### config.mk
export PLATFORM = sky130hd
export DESIGN_NAME = pipeline_trace_buffer
export DESIGN_NICKNAME = d
export VERILOG_FILES = /design/src/rtl/pipeline_trace_buffer_pkg.sv /design/src/rtl/pipeline_trace_buffer_trace_fifo.sv /design/src/rtl/pipeline_trace_buffer.sv
export SDC_FILE = /design/constraint.sdc
export NUM_CORES = 1
export LEC_CHECK = 0
export ABC_AREA = 1
export BUFFER_PORTS_ARGS = -buffer_cell sky130_fd_sc_hd__buf_2
export CORE_ASPECT_RATIO = 2
export CORE_MARGIN = 5
export CORE_UTILIZATION = 51
export CTS_BUF_LIST = sky130_fd_sc_hd__clkbuf_2 sky130_fd_sc_hd__clkbuf_4 sky130_fd_sc_hd__clkbuf_8
export DETAILED_ROUTE_END_ITERATION = 16
export HOLD_SLACK_MARGIN = 0.02
export PLACE_DENSITY = 0.7
export SLEW_MARGIN = 20
export SYNTH_ARGS = -nofsm -noshare
export SYNTH_HDL_FRONTEND = slang
export SYNTH_SLANG_ARGS = --single-unit
### constraint.sdc
create_clock -name Clk -period 7.43 [get_ports Clk]
set_input_delay 1.486 -clock Clk [delete_from_list [all_inputs] [get_ports Clk]]
set_output_delay 1.486 -clock Clk [all_outputs]
set_load 0.01 [all_outputs]
### src/rtl/pipeline_trace_buffer_pkg.sv
`default_nettype none
// ============================================================================
// Module      : pipeline_trace_buffer_pkg
// Description : Shared constants and helpers for the retirement trace buffer.
//               Holds the default depth, the entry/drop-counter widths and a
//               ceil-log2 helper used to size pointers and the entry count.
// Revision    : 1.0 - initial release
// ============================================================================
package pipeline_trace_buffer_pkg;

    localparam int TRACE_DEPTH_DEFAULT = 16;
    localparam int TRACE_ENTRY_W       = 64;   // {PC, write-back data}
    localparam int DROP_CNT_W          = 16;

    // Ceil-log2: number of bits needed to index 'value' entries.
    function automatic int traceClog2(input int value);
        int width;
        width = 0;
        while ((1 << width) < value) begin
            width = width + 1;
        end
        return width;
    endfunction

endpackage
`default_nettype wire

### src/rtl/pipeline_trace_buffer_trace_fifo.sv
`default_nettype none
// ============================================================================
// Module      : trace_fifo
// Description : Show-ahead synchronous FIFO. The head entry is presented on
//               rdData combinationally from storage; push and pop may occur
//               in the same cycle, including a push into a full FIFO that is
//               popped at the same edge.
// Ports       : Clk, Reset (sync, active-low)
//               push / wrData   - write request and entry
//               pop             - remove head (ignored while empty)
//               rdData          - head entry (zero while empty)
//               count/full/empty- occupancy status
// Revision    : 1.0 - initial release
// ============================================================================
module trace_fifo
    import pipeline_trace_buffer_pkg::*;
#(
    parameter int DEPTH = TRACE_DEPTH_DEFAULT,
    parameter int WIDTH = TRACE_ENTRY_W
) (
    input  logic                         Clk,
    input  logic                         Reset,
    input  logic                         push,
    input  logic [WIDTH-1:0]             wrData,
    input  logic                         pop,
    output logic [WIDTH-1:0]             rdData,
    output logic [traceClog2(DEPTH):0]   count,
    output logic                         full,
    output logic                         empty
);

    localparam int               PTR_W  = traceClog2(DEPTH);
    localparam logic [PTR_W:0]   c_FULL = (PTR_W + 1)'(DEPTH);

    logic [WIDTH-1:0] r_mem [DEPTH];
    logic [PTR_W-1:0] r_wrPtr;
    logic [PTR_W-1:0] r_rdPtr;
    logic [PTR_W:0]   r_count;

    logic w_doPush;
    logic w_doPop;

    assign empty    = (r_count == '0);
    assign full     = (r_count == c_FULL);
    assign w_doPop  = pop && !empty;
    // A full FIFO can still accept a push when the head leaves at this edge.
    assign w_doPush = push && (!full || w_doPop);

    assign count  = r_count;
    // Gate the head while empty so the outputs read zero after reset even
    // though storage itself is never cleared.
    assign rdData = empty ? '0 : r_mem[r_rdPtr];

    always_ff @(posedge Clk) begin
        if (Reset && w_doPush) begin
            r_mem[r_wrPtr] <= wrData;
        end
    end

    always_ff @(posedge Clk) begin
        if (!Reset) begin
            r_wrPtr <= '0;
            r_rdPtr <= '0;
            r_count <= '0;
        end else begin
            if (w_doPush) begin
                r_wrPtr <= r_wrPtr + PTR_W'(1);
            end
            if (w_doPop) begin
                r_rdPtr <= r_rdPtr + PTR_W'(1);
            end
            case ({w_doPush, w_doPop})
                2'b10:   r_count <= r_count + (PTR_W + 1)'(1);
                2'b01:   r_count <= r_count - (PTR_W + 1)'(1);
                default: r_count <= r_count;
            endcase
        end
    end

endmodule
`default_nettype wire

### src/rtl/pipeline_trace_buffer.sv
`default_nettype none
// ============================================================================
// Module      : pipeline_trace_buffer
// Description : Retirement trace capture for the pipelined MIPS core. Records
//               {PC, write-back data} whenever the PC changes (or on the first
//               enabled sample), buffers records in a show-ahead FIFO drained
//               over valid/ready, and flags/counts drops instead of stalling.
// Ports       : Clk, Reset (sync, active-low)
//               PCResult, WriteDataReg, CaptureEn - core sample inputs
//               TraceValid, TraceReady, TracePC, TraceData - consumer side
//               Count     - entries stored (0..DEPTH)
//               Overflow  - sticky drop flag
//               DropCount - dropped records, saturating
// Revision    : 1.0 - initial release
// ============================================================================
module pipeline_trace_buffer
    import pipeline_trace_buffer_pkg::*;
#(
    parameter int DEPTH = TRACE_DEPTH_DEFAULT
) (
    input  logic                        Clk,
    input  logic                        Reset,
    input  logic [31:0]                 PCResult,
    input  logic [31:0]                 WriteDataReg,
    input  logic                        CaptureEn,
    output logic                        TraceValid,
    input  logic                        TraceReady,
    output logic [31:0]                 TracePC,
    output logic [31:0]                 TraceData,
    output logic [traceClog2(DEPTH):0]  Count,
    output logic                        Overflow,
    output logic [DROP_CNT_W-1:0]       DropCount
);

    logic [31:0]              r_lastPC;
    logic                     r_haveLast;
    logic                     r_overflow;
    logic [DROP_CNT_W-1:0]    r_dropCount;

    logic                     w_qualify;
    logic                     w_pop;
    logic                     w_push;
    logic                     w_drop;
    logic                     w_full;
    logic                     w_empty;
    logic [TRACE_ENTRY_W-1:0] w_head;

    // A stalled core holds its PC, so only a PC change produces a new record.
    assign w_qualify = CaptureEn && (!r_haveLast || (PCResult != r_lastPC));
    assign w_pop     = !w_empty && TraceReady;
    assign w_push    = w_qualify && (!w_full || w_pop);
    assign w_drop    = w_qualify && w_full && !w_pop;

    trace_fifo #(
        .DEPTH (DEPTH),
        .WIDTH (TRACE_ENTRY_W)
    ) u_fifo (
        .Clk    (Clk),
        .Reset  (Reset),
        .push   (w_push),
        .wrData ({PCResult, WriteDataReg}),
        .pop    (w_pop),
        .rdData (w_head),
        .count  (Count),
        .full   (w_full),
        .empty  (w_empty)
    );

    assign TraceValid = !w_empty;
    assign TracePC    = w_head[TRACE_ENTRY_W-1:32];
    assign TraceData  = w_head[31:0];
    assign Overflow   = r_overflow;
    assign DropCount  = r_dropCount;

    // LastPC tracks every qualifying sample, stored or dropped.
    always_ff @(posedge Clk) begin
        if (!Reset) begin
            r_lastPC   <= '0;
            r_haveLast <= 1'b0;
        end else if (w_qualify) begin
            r_lastPC   <= PCResult;
            r_haveLast <= 1'b1;
        end
    end

    always_ff @(posedge Clk) begin
        if (!Reset) begin
            r_overflow  <= 1'b0;
            r_dropCount <= '0;
        end else if (w_drop) begin
            r_overflow <= 1'b1;
            if (r_dropCount != '1) begin
                r_dropCount <= r_dropCount + DROP_CNT_W'(1);
            end
        end
    end

endmodule
`default_nettype wire

* Word-level counts from Yosys, hierarchy flattened *
Memories as Yosys holds them, arrays and structs flattened. A register that Yosys moved wholly into a read port is not among the register bits.
Index checks and enable logic that the tools add are counted.

word-level totals
  memories kept = 1
  memory bits (writable) = 1,024
  flip-flop bits (word level) = 63
  input port bits = 68

memory list
  name          depth  bits a word  read ports  clocked after memory_dff  wr ports  RTL line                                source
  u_fifo.r_mem  16     64           1           1                         1         pipeline_trace_buffer_trace_fifo.sv:35  logic [WIDTH-1:0] r_mem [DEPTH];

cells by class
  add/sub/neg operators = 5
  muxes and demuxes = 6
  reduce and logical (&&, ||, !) cells = 18
  equality and inequality tests = 5

operators by type and width
  kind                                                  count
  two-way mux 64 bit                                    1
  inequality test 32 bit                                1
  adder 16 x 1 -> 16 bit (second input constant)        1
  inequality test 16 bit (second input constant)        1
  one-hot mux 5 bit (2 select lines)                    1
  adder 4 x 1 -> 4 bit (second input constant)          2
  logical AND 1 bit                                     8
  two-way mux 4 bit                                     2
  adder 5 x 1 -> 5 bit (second input constant)          1
  equality test 5 bit (second input constant)           1
  zero test 5 bit                                       1
  subtractor 5 x 1 -> 5 bit (second input constant)     1
  zero test 1 bit                                       4
  logical OR 1 bit                                      3
  equality test 2 x 1 -> 1 bit (second input constant)  1
  equality test 2 bit (second input constant)           1
  two-way mux 1 bit                                     2
  AND reduction 2 bit                                   1
  nonzero test 2 bit                                    1

* Logic depth before layout (Yosys ltp) *
Gate-level depths: netlist of run 1.

  word-level depth = 9
  gate-level depth with buffers = 18
  depth with buffers taken out = 18

* By module *
Synthesis of run 1 repeated with hierarchy kept, for this count alone.

second synthesis, totals
  cell total of the unflattened synthesis = 3,531
  area, all modules = 43,820.8 um2

by module, submodules not included
  module                 seq. area each (um2)  cells an instance  instances  area each (um2)
  trace_fifo             31,089.8              3,103              1          41,061.9
  pipeline_trace_buffer  1,001.0               428                1          2,758.9

* Worst setup path after synthesis of run 1 *
OpenSTA, ideal clock, no wires.

  kind = in2reg
  from = input PCResult[8]
  to = memory u_fifo.r_mem[1][0] (netlist bit) (enable)
  cell stages on the path = 11
  setup slack = 0.104 ns
  data arrival time = 6.761 ns
  buffers on the path = 0
  cell sequence = xor2_1 nor2_1 nand2_1 inv_1 nand2_1 nor2_1 nand2_2 nand2_1 nor2_1 nand2_2 nor3_1

on the way
  word-level cells in the longest chain between the ends = 8

RTL lines
  item                                     RTL line                                source
  start, declared                          pipeline_trace_buffer.sv:23             input logic [31:0] PCResult,
  inequality test 32 bit                   pipeline_trace_buffer.sv:49             assign w_qualify = CaptureEn && (!r_haveLast || (PCResult != r_lastPC));
  logical OR 1 bit                         pipeline_trace_buffer.sv:49
  logical AND 1 bit                        pipeline_trace_buffer.sv:49
  logical AND 1 bit                        pipeline_trace_buffer.sv:51             assign w_push = w_qualify && (!w_full || w_pop);
  logical AND 1 bit                        pipeline_trace_buffer_trace_fifo.sv:47  assign w_doPush = push && (!full || w_doPop);
  logical AND 1 bit                        pipeline_trace_buffer_trace_fifo.sv:55  if (Reset && w_doPush) begin
  two-way mux 1 bit                        pipeline_trace_buffer_trace_fifo.sv:55
  two-way mux 1 bit (implied by the code)  pipeline_trace_buffer_trace_fifo.sv:56  r_mem[r_wrPtr] <= wrData;
  end, declared                            pipeline_trace_buffer_trace_fifo.sv:35

Every way passes these cells.

==> results.toml, run 1 <==
[outcome]
status = "complete, no violations"

[floorplanning]
start_util_pct = 51.4
coreArea_um2 = 83700
rows = 150
die_w_um = 215
die_area_um2 = 90600
io-pin-count = 155
die_height_um = 421

[critical_path]
r2r_slack_ps = 3580
cp-endpoint = "TraceData[27]"
regToRegEndpoint = "u_fifo.r_mem[10][36]"
critPathBufInv = 3
worst_ep_arrival_time_ps = 4010
crit_chain = "inv_16, buf_4, o21ai_0, o221ai_1, nand3_1, a21oi_1, buf_2"
path_depth = 7
cp-end-kind = "primary output"
max_stage_delay_ps = 690
worstRegToRegCells = 15
crit_path_max_fanout = 229
path_class = "flip-flop to primary output"
cp.required_ps = 5940
crit_family = "buffers and inverters"
critical_path.slowest_cell = "buf_4"
r2r_start = "r_lastPC[21]"
setup.worst_path.start_class = "flip-flop"

[synthesis]
synth_xor_area_share_pct = 0.489
ys_types = 35
synthAdderAreaFrac_pct = 0.337
synthMuxAreaShare_pct = 0
avgSynthCellArea_um2 = 13.2
synth-simple-area-share_pct = 7.49
synth_area_um2 = 43000
synth_top_family_by_area = "compound AO/OA/AOI/OAI gates"
yosysWarnings = 0
synth_seq_cells = 1091
syn_nets = 3337
synth_compound_gate_area_share_pct = 14.0
ys_seq_area_share_pct = 74.6
netlist_instances = 3258

[detailed_routing]
drt_iter0_markers = 2554
viasPerCell = 6.10
via_count = 27759
ant_nets = 0
firstDrtPassIters = 6
wl_um = 109000
drc = 0
wl_per_cell_um = 23.9

[job]
cap_violations = 0

[placed_design]
routabilityCongestion = 0.793
dp.final_hpwl_um = 57300
portBuffers = 154

[sta]
clock_skew_ps = 39.4
finalSetupTns_ps = 0
period_minus_slack_ps = 5500
slew_violations = 0
holdWs_ps = 470
worst_slew_pin_slew_ps = 1120
setup_viol = 0
timing.final.crit_share_pct = 74.0
rsz0062_at_grt = "no"
hold_violations = 0
fmax_mhz = 182
slew_headroom_pct = 25.1

[clocking]
ctsHoldBuffers = 0
cts-root-buf = "clkbuf_8"
cts_made_buffers = 142
clock_sinks = 1091
cts_tree = "built"
cts_max_level = 4
post_cts_buffers = 0
cts_resized = 0
clkSlewWorstSetupHoldPaths_ps = 70
clockBufferDepth = 3
clkLatencyLatePin_ps = 820

[final_layout]
drive_gt1_share_pct = 13.4
utilization_pct = 56.9
nNetsFinal = 3451
area_growth_pct = 10.8

[global_routing]
track_usage_pct = 23.5
antenna_found_initial = 5
grt_max_degree = 230
overflow = 0
grt_pass1_vias = 27656
grt_pass1_wl_um = 164000

[min_path]
hold_class = "flip-flop to flip-flop"

[power_and_ir_drop]
powerDensity_nw_per_um2 = 309
peakVddDrop_uv = 262
p_leak_nw = 15.4
## cells in the mapped netlist, drive strengths merged
library cell	instances	area (um2)
o221ai	182	1590
clkbuf	167	627
a21oi	118	606
ha	10	125
a21o	3	22.5
nor3	12	65.1
dfxtp	67	1340
edfxtp	1024	30700
nand4	20	140
a31oi	1	6.26
fa	1	20.0
nand3b	1	7.51
o22ai	74	463
o21a	1	7.51
o211ai	74	556
nand3	67	335
nor3b	1	18.8
nor2	575	2160
xor2	16	140
buf	67	355
clkinv	2	8.75
xnor2	8	70.1
o21ai	555	2780
nand2	128	493
inv	84	315
## layout make-up
cell class / instances / area (um2)
tap: 1064 / 1330
inverter: 86 / 348
clock inverter: 76 / 597
antenna: 2 / 5.00
sequential: 1091 / 32100
timing repair buffer: 204 / 1260
clock buffer: 178 / 2270
multi-input combinational: 1847 / 9720
fill: 6587 / 36100
## worst min-delay path, stage by stage, from the launching register on
cell and delay [ps]:
dfxtp_1 300, inv_1 50, a21oi_1 70
## worst min-delay path by stage
stage          cells after the start  slack (ps)            to              start
2_1_floorplan                      2         430    r_haveLast         r_haveLast
3_3_place_gp                       2         450     flip-flop  u_fifo.r_rdPtr[3]
3_5_place_dp                       2         460  r_lastPC[11]       r_lastPC[11]
4_1_cts                            2         470     flip-flop  u_fifo.r_rdPtr[3]
5_1_grt                            2         490  r_lastPC[10]       r_lastPC[10]
6_report                           2         470     flip-flop  u_fifo.r_rdPtr[3]
## where the power goes
group	total (mW)	leakage [nW]	switching, mW	internal [mW]
clock	4.52	1.49	2.21	2.31
combinational	3.29	4.15	2.34	0.948
sequential	6.92	9.78	0.120	6.80
## flip-flops by register name, indices dropped and copies added, names as in the netlist, named ones only
register / count
u_fifo.r_rdPtr: 4
u_fifo.count: 5
u_fifo.r_mem: 1024
u_fifo.r_wrPtr: 4
Overflow: 1
DropCount: 16
r_haveLast: 1
r_lastPC: 32
## cells in the final DEF (no fill, tap or decap), types with 4 or more instances in the layout
| cell type | synthesis | final |
|---|---|---|
| xnor2_1 | 8 | 8 |
| inv_6 | 0 | 4 |
| buf_12 | 0 | 9 |
| dfxtp_1 | 67 | 63 |
| nor2_1 | 573 | 564 |
| a21oi_2 | 4 | 4 |
| inv_8 | 0 | 4 |
| o211ai_1 | 74 | 74 |
| xor2_1 | 16 | 16 |
| nand4_1 | 19 | 19 |
| dfxtp_4 | 0 | 4 |
| bufinv_16 | 0 | 8 |
| inv_1 | 82 | 81 |
| nor2_4 | 0 | 9 |
| clkbuf_8 | 0 | 149 |
| clkinv_2 | 1 | 22 |
| a21oi_1 | 114 | 114 |
| ha_1 | 10 | 10 |
| o221ai_1 | 182 | 182 |
| buf_2 | 56 | 154 |
| edfxtp_1 | 1024 | 1024 |
| nand3_1 | 67 | 67 |
| o22ai_1 | 74 | 74 |
| o21ai_0 | 555 | 555 |
| clkinvlp_4 | 0 | 8 |
| nor3_2 | 1 | 9 |
| nand2_2 | 5 | 6 |
| nand2_1 | 123 | 122 |
| buf_4 | 5 | 41 |
| clkinv_1 | 1 | 33 |
| clkbuf_4 | 0 | 29 |
## cell families after synthesis
family / Yosys count
buffers and inverters: 320
AND/OR/NAND/NOR: 804
XOR/XNOR: 24
flip-flops: 1091
adder cells (fa/ha/maj): 11
AO/OA/AOI/OAI: 1008
## routing by layer
| layer | wire (um) | GRT usage [%] | up-vias |
|---|---|---|---|
| met2 | 56500 | 41.7 | 1186 |
| met4 | 3880 | 10.1 | 4 |
| met1 | 41200 | 29.0 | 13810 |
| met5 | 24 | 0 | - |
| met3 | 7070 | 3.23 | 258 |
| li1 | - | - | 12501 |
## stage by stage
step                      instance area, um2  total power, mW  instances  setup WS, ps
final                                  47600             14.7       4548          1930
after global routing                   47600             15.4       4548          1650
after CTS                              47600             14.8       4546          1850
after detailed placement               44800             10.3       4292          2180
after global placement                 44800             10.3       4292          2240
after floorplan                        43000             9.06       3258           104
Note: power is estimated with default switching activity, not from simulation.
==> run 2: changes to the inputs <==
ABC_AREA = 0   (was 1)
PLACE_DENSITY = 0.68   (was 0.7)
clock period = 5.12 ns   (was 7.43 ns; I/O delays follow)
==> run 2 against run 1 <==
Die area decreased by 2.0%. Register-to-register slack lost 2100 ps. Wire length is 13% lower. Critical path type unchanged. First-iteration DRC count decreased by 29%. Area after synthesis shrank 2.1%. Worst hold slack improved by 5.3 ps. Sequential power is 44% higher. Power grew 35%.
==> results.toml, run 2 <==
[outcome]
status = "complete, no violations"

[clocking]
clockBufferDepth = 3
post_cts_buffers = 0
cts-root-buf = "clkbuf_8"
clock_sinks = 1091
cts_max_level = 4
clkLatencyLatePin_ps = 770
ctsHoldBuffers = 0
cts_tree = "built"
clkSlewWorstSetupHoldPaths_ps = 70
cts_made_buffers = 141
cts_resized = 0

[detailed_routing]
ant_nets = 0
via_count = 20177
drt_iter0_markers = 1825
viasPerCell = 6.05
drc = 0
wl_um = 94100
firstDrtPassIters = 7
wl_per_cell_um = 28.2

[synthesis]
yosysTopAreaCell = "edfxtp_1"
synth_common_cells = "1024 x edfxtp_1, 320 x mux4_2, 68 x and2_1"
netlist_instances = 1912
synth_seq_cells = 1091
ys_types = 40
ys_seq_area_share_pct = 76.2
syn_nets = 1991
yosys.area.top_type_share_pct = 73.0
synthArstFlopShare_pct = 0
synthFlopType = "edfxtp_1"
synth_area_um2 = 42100
avgSynthCellArea_um2 = 22.0
synthTopCellsByArea = "edfxtp_1 73%, mux4_2 17%, dfxtp_1 3.2%, and2_1 1.0%, xnor2_1 0.62%"
yosysMostFrequentCell = "edfxtp_1"
synth_edf_count = 1024
yosysWarnings = 0

[placed_design]
dp_slack_ps = 849
dp.final_hpwl_um = 52400
placed_area_um2 = 44600
dp_cells = 3073
routabilityCongestion = 0.899
portBuffers = 154

[critical_path]
critPathBufInv = 2
worst_ep_arrival_time_ps = 3320
path_class = "flip-flop to primary output"
crit_family = "multiplexers"
critical_path.slowest_cell = "dfxtp_4"
cp.required_ps = 4100
r2r_start = "r_lastPC[10]"
r2r_slack_ps = 1530
crit_path_max_fanout = 55
worstRegToRegCells = 13
critPathMostFrequentCell = "mux4_2"
crit_chain = "buf_12, mux4_2, mux4_2, and2_1, buf_2"
regToRegEndpoint = "u_fifo.count[4]"
max_stage_delay_ps = 640
setup.worst_path.start_class = "flip-flop"
cp-end-kind = "primary output"

[sta]
slew_violations = 0
worst_slew_pin_slew_ps = 967
rsz0062_at_grt = "no"
timing.final.crit_share_pct = 84.8
period_minus_slack_ps = 4340
fmax_mhz = 230
slew_headroom_pct = 35.5
hold_violations = 0
fin_ws_ps = 778
finalSetupTns_ps = 0
setup_viol = 0
holdWs_ps = 475
clock_skew_ps = 27.4

[min_path]
whs_path_depth = 2
hold_class = "flip-flop to flip-flop"
hold_path_end = "r_lastPC[4]"
min_from = "r_lastPC[4]"

[floorplanning]
die_w_um = 213
io-pin-count = 155
coreArea_um2 = 82200
start_util_pct = 51.2
die_height_um = 416
die_area_um2 = 88800
rows = 149

[final_layout]
top_register = "u_fifo.r_mem"
layoutNonFillerInstCount = 3336
layout_commonest_cell = "edfxtp_1"
drive_gt1_share_pct = 34.5
multi_input_area_um2 = 9690
layout_common_cells = "1024 x edfxtp_1, 320 x mux4_2, 154 x buf_2"
nNetsFinal = 2238
utilization_pct = 57.8
register_area_um2 = 32100
fillers = 5870
fin_area_um2 = 47600
largest_reg_flops = 1024
area_growth_pct = 12.9

[power_and_ir_drop]
peakVddDrop_uv = 641
powerDensity_nw_per_um2 = 419
finalPower_mw = 19.9
p_leak_nw = 14.8

[global_routing]
grt_max_degree = 71
overflow = 0
antenna_found_initial = 14
grt_pass1_wl_um = 141000
track_usage_pct = 21.6
grt_pass1_vias = 21894

[job]
cap_violations = 0
run 2: cell types whose count changed in the layout (fill, tap and decap cells not counted), sizes merged, moves of 22 or more:
cell	change
a21oi	-98
xnor2	+22
inv	-83
o21ai	-520
nor2	-541
o221ai	-182
o22ai	-74
o211ai	-74
mux4	+320
nand2	-70
and2	+68
nand3	-23
run 2: area by class of cell:
type                    instances  share of cell area [%]
flip-flops and latches       1091                    67.5
multi-input cells             709                    20.4
clock buffers                 193                    5.02
repair buffers                209                    3.12
well taps                    1057                    2.78
clock inverters                61                    1.09
inverters                       7                  0.0553
diodes                          9                  0.0474
run 2: kinds of logic after synthesis:
logic type	count (synthesis)	share of synthesized area (%)
AOI/OAI and AO/OA	68	0.921
adders and majority gates	11	0.345
and+or+nand+nor	261	3.26
xor gates and xnor gates	39	0.811
DFF	1091	76.2
buffers and inverters	112	1.12
muxes	330	17.4
run 2: worst max-delay path by stage:
stage               cells after the start                 end
floorplan                               5  u_fifo.r_mem[0][0]
global placement                       14     u_fifo.count[4]
detailed placement                     14     u_fifo.count[4]
CTS                                     5         TracePC[25]
global route                            5         TracePC[28]
finish                                  5       TraceData[17]
run 2: layer usage:
| metal | up-vias | global-route usage (%) | part of all wire, % |
|---|---|---|---|
| met2 | 699 | 37.9 | 54 |
| met1 | 10803 | 27.3 | 37 |
| li1 | 8483 | - | - |
| met5 | - | 0 | 0.058 |
| met3 | 184 | 4.05 | 5.6 |
| met4 | 8 | 6.53 | 2.7 |
run 2: worst register-to-register path, delay by kind of cell (launching register included):
| kind | cells | cell delay [ps] |
|---|---|---|
| adder cells (fa/ha/maj) | 2 | 600 |
| flip-flops | 1 | 320 |
| AND/OR/NAND/NOR | 5 | 1360 |
| AO/OA/AOI/OAI | 3 | 530 |
| XOR/XNOR | 2 | 640 |
| buffers and inverters | 1 | 70 |
run 2: report_power, final:
group | switching (mW) | internal [mW] | leakage, nW
Sequential | 0.109 | 9.85 | 9.78
Clock | 3.09 | 3.49 | 1.52
Combinational | 1.75 | 1.62 | 3.50
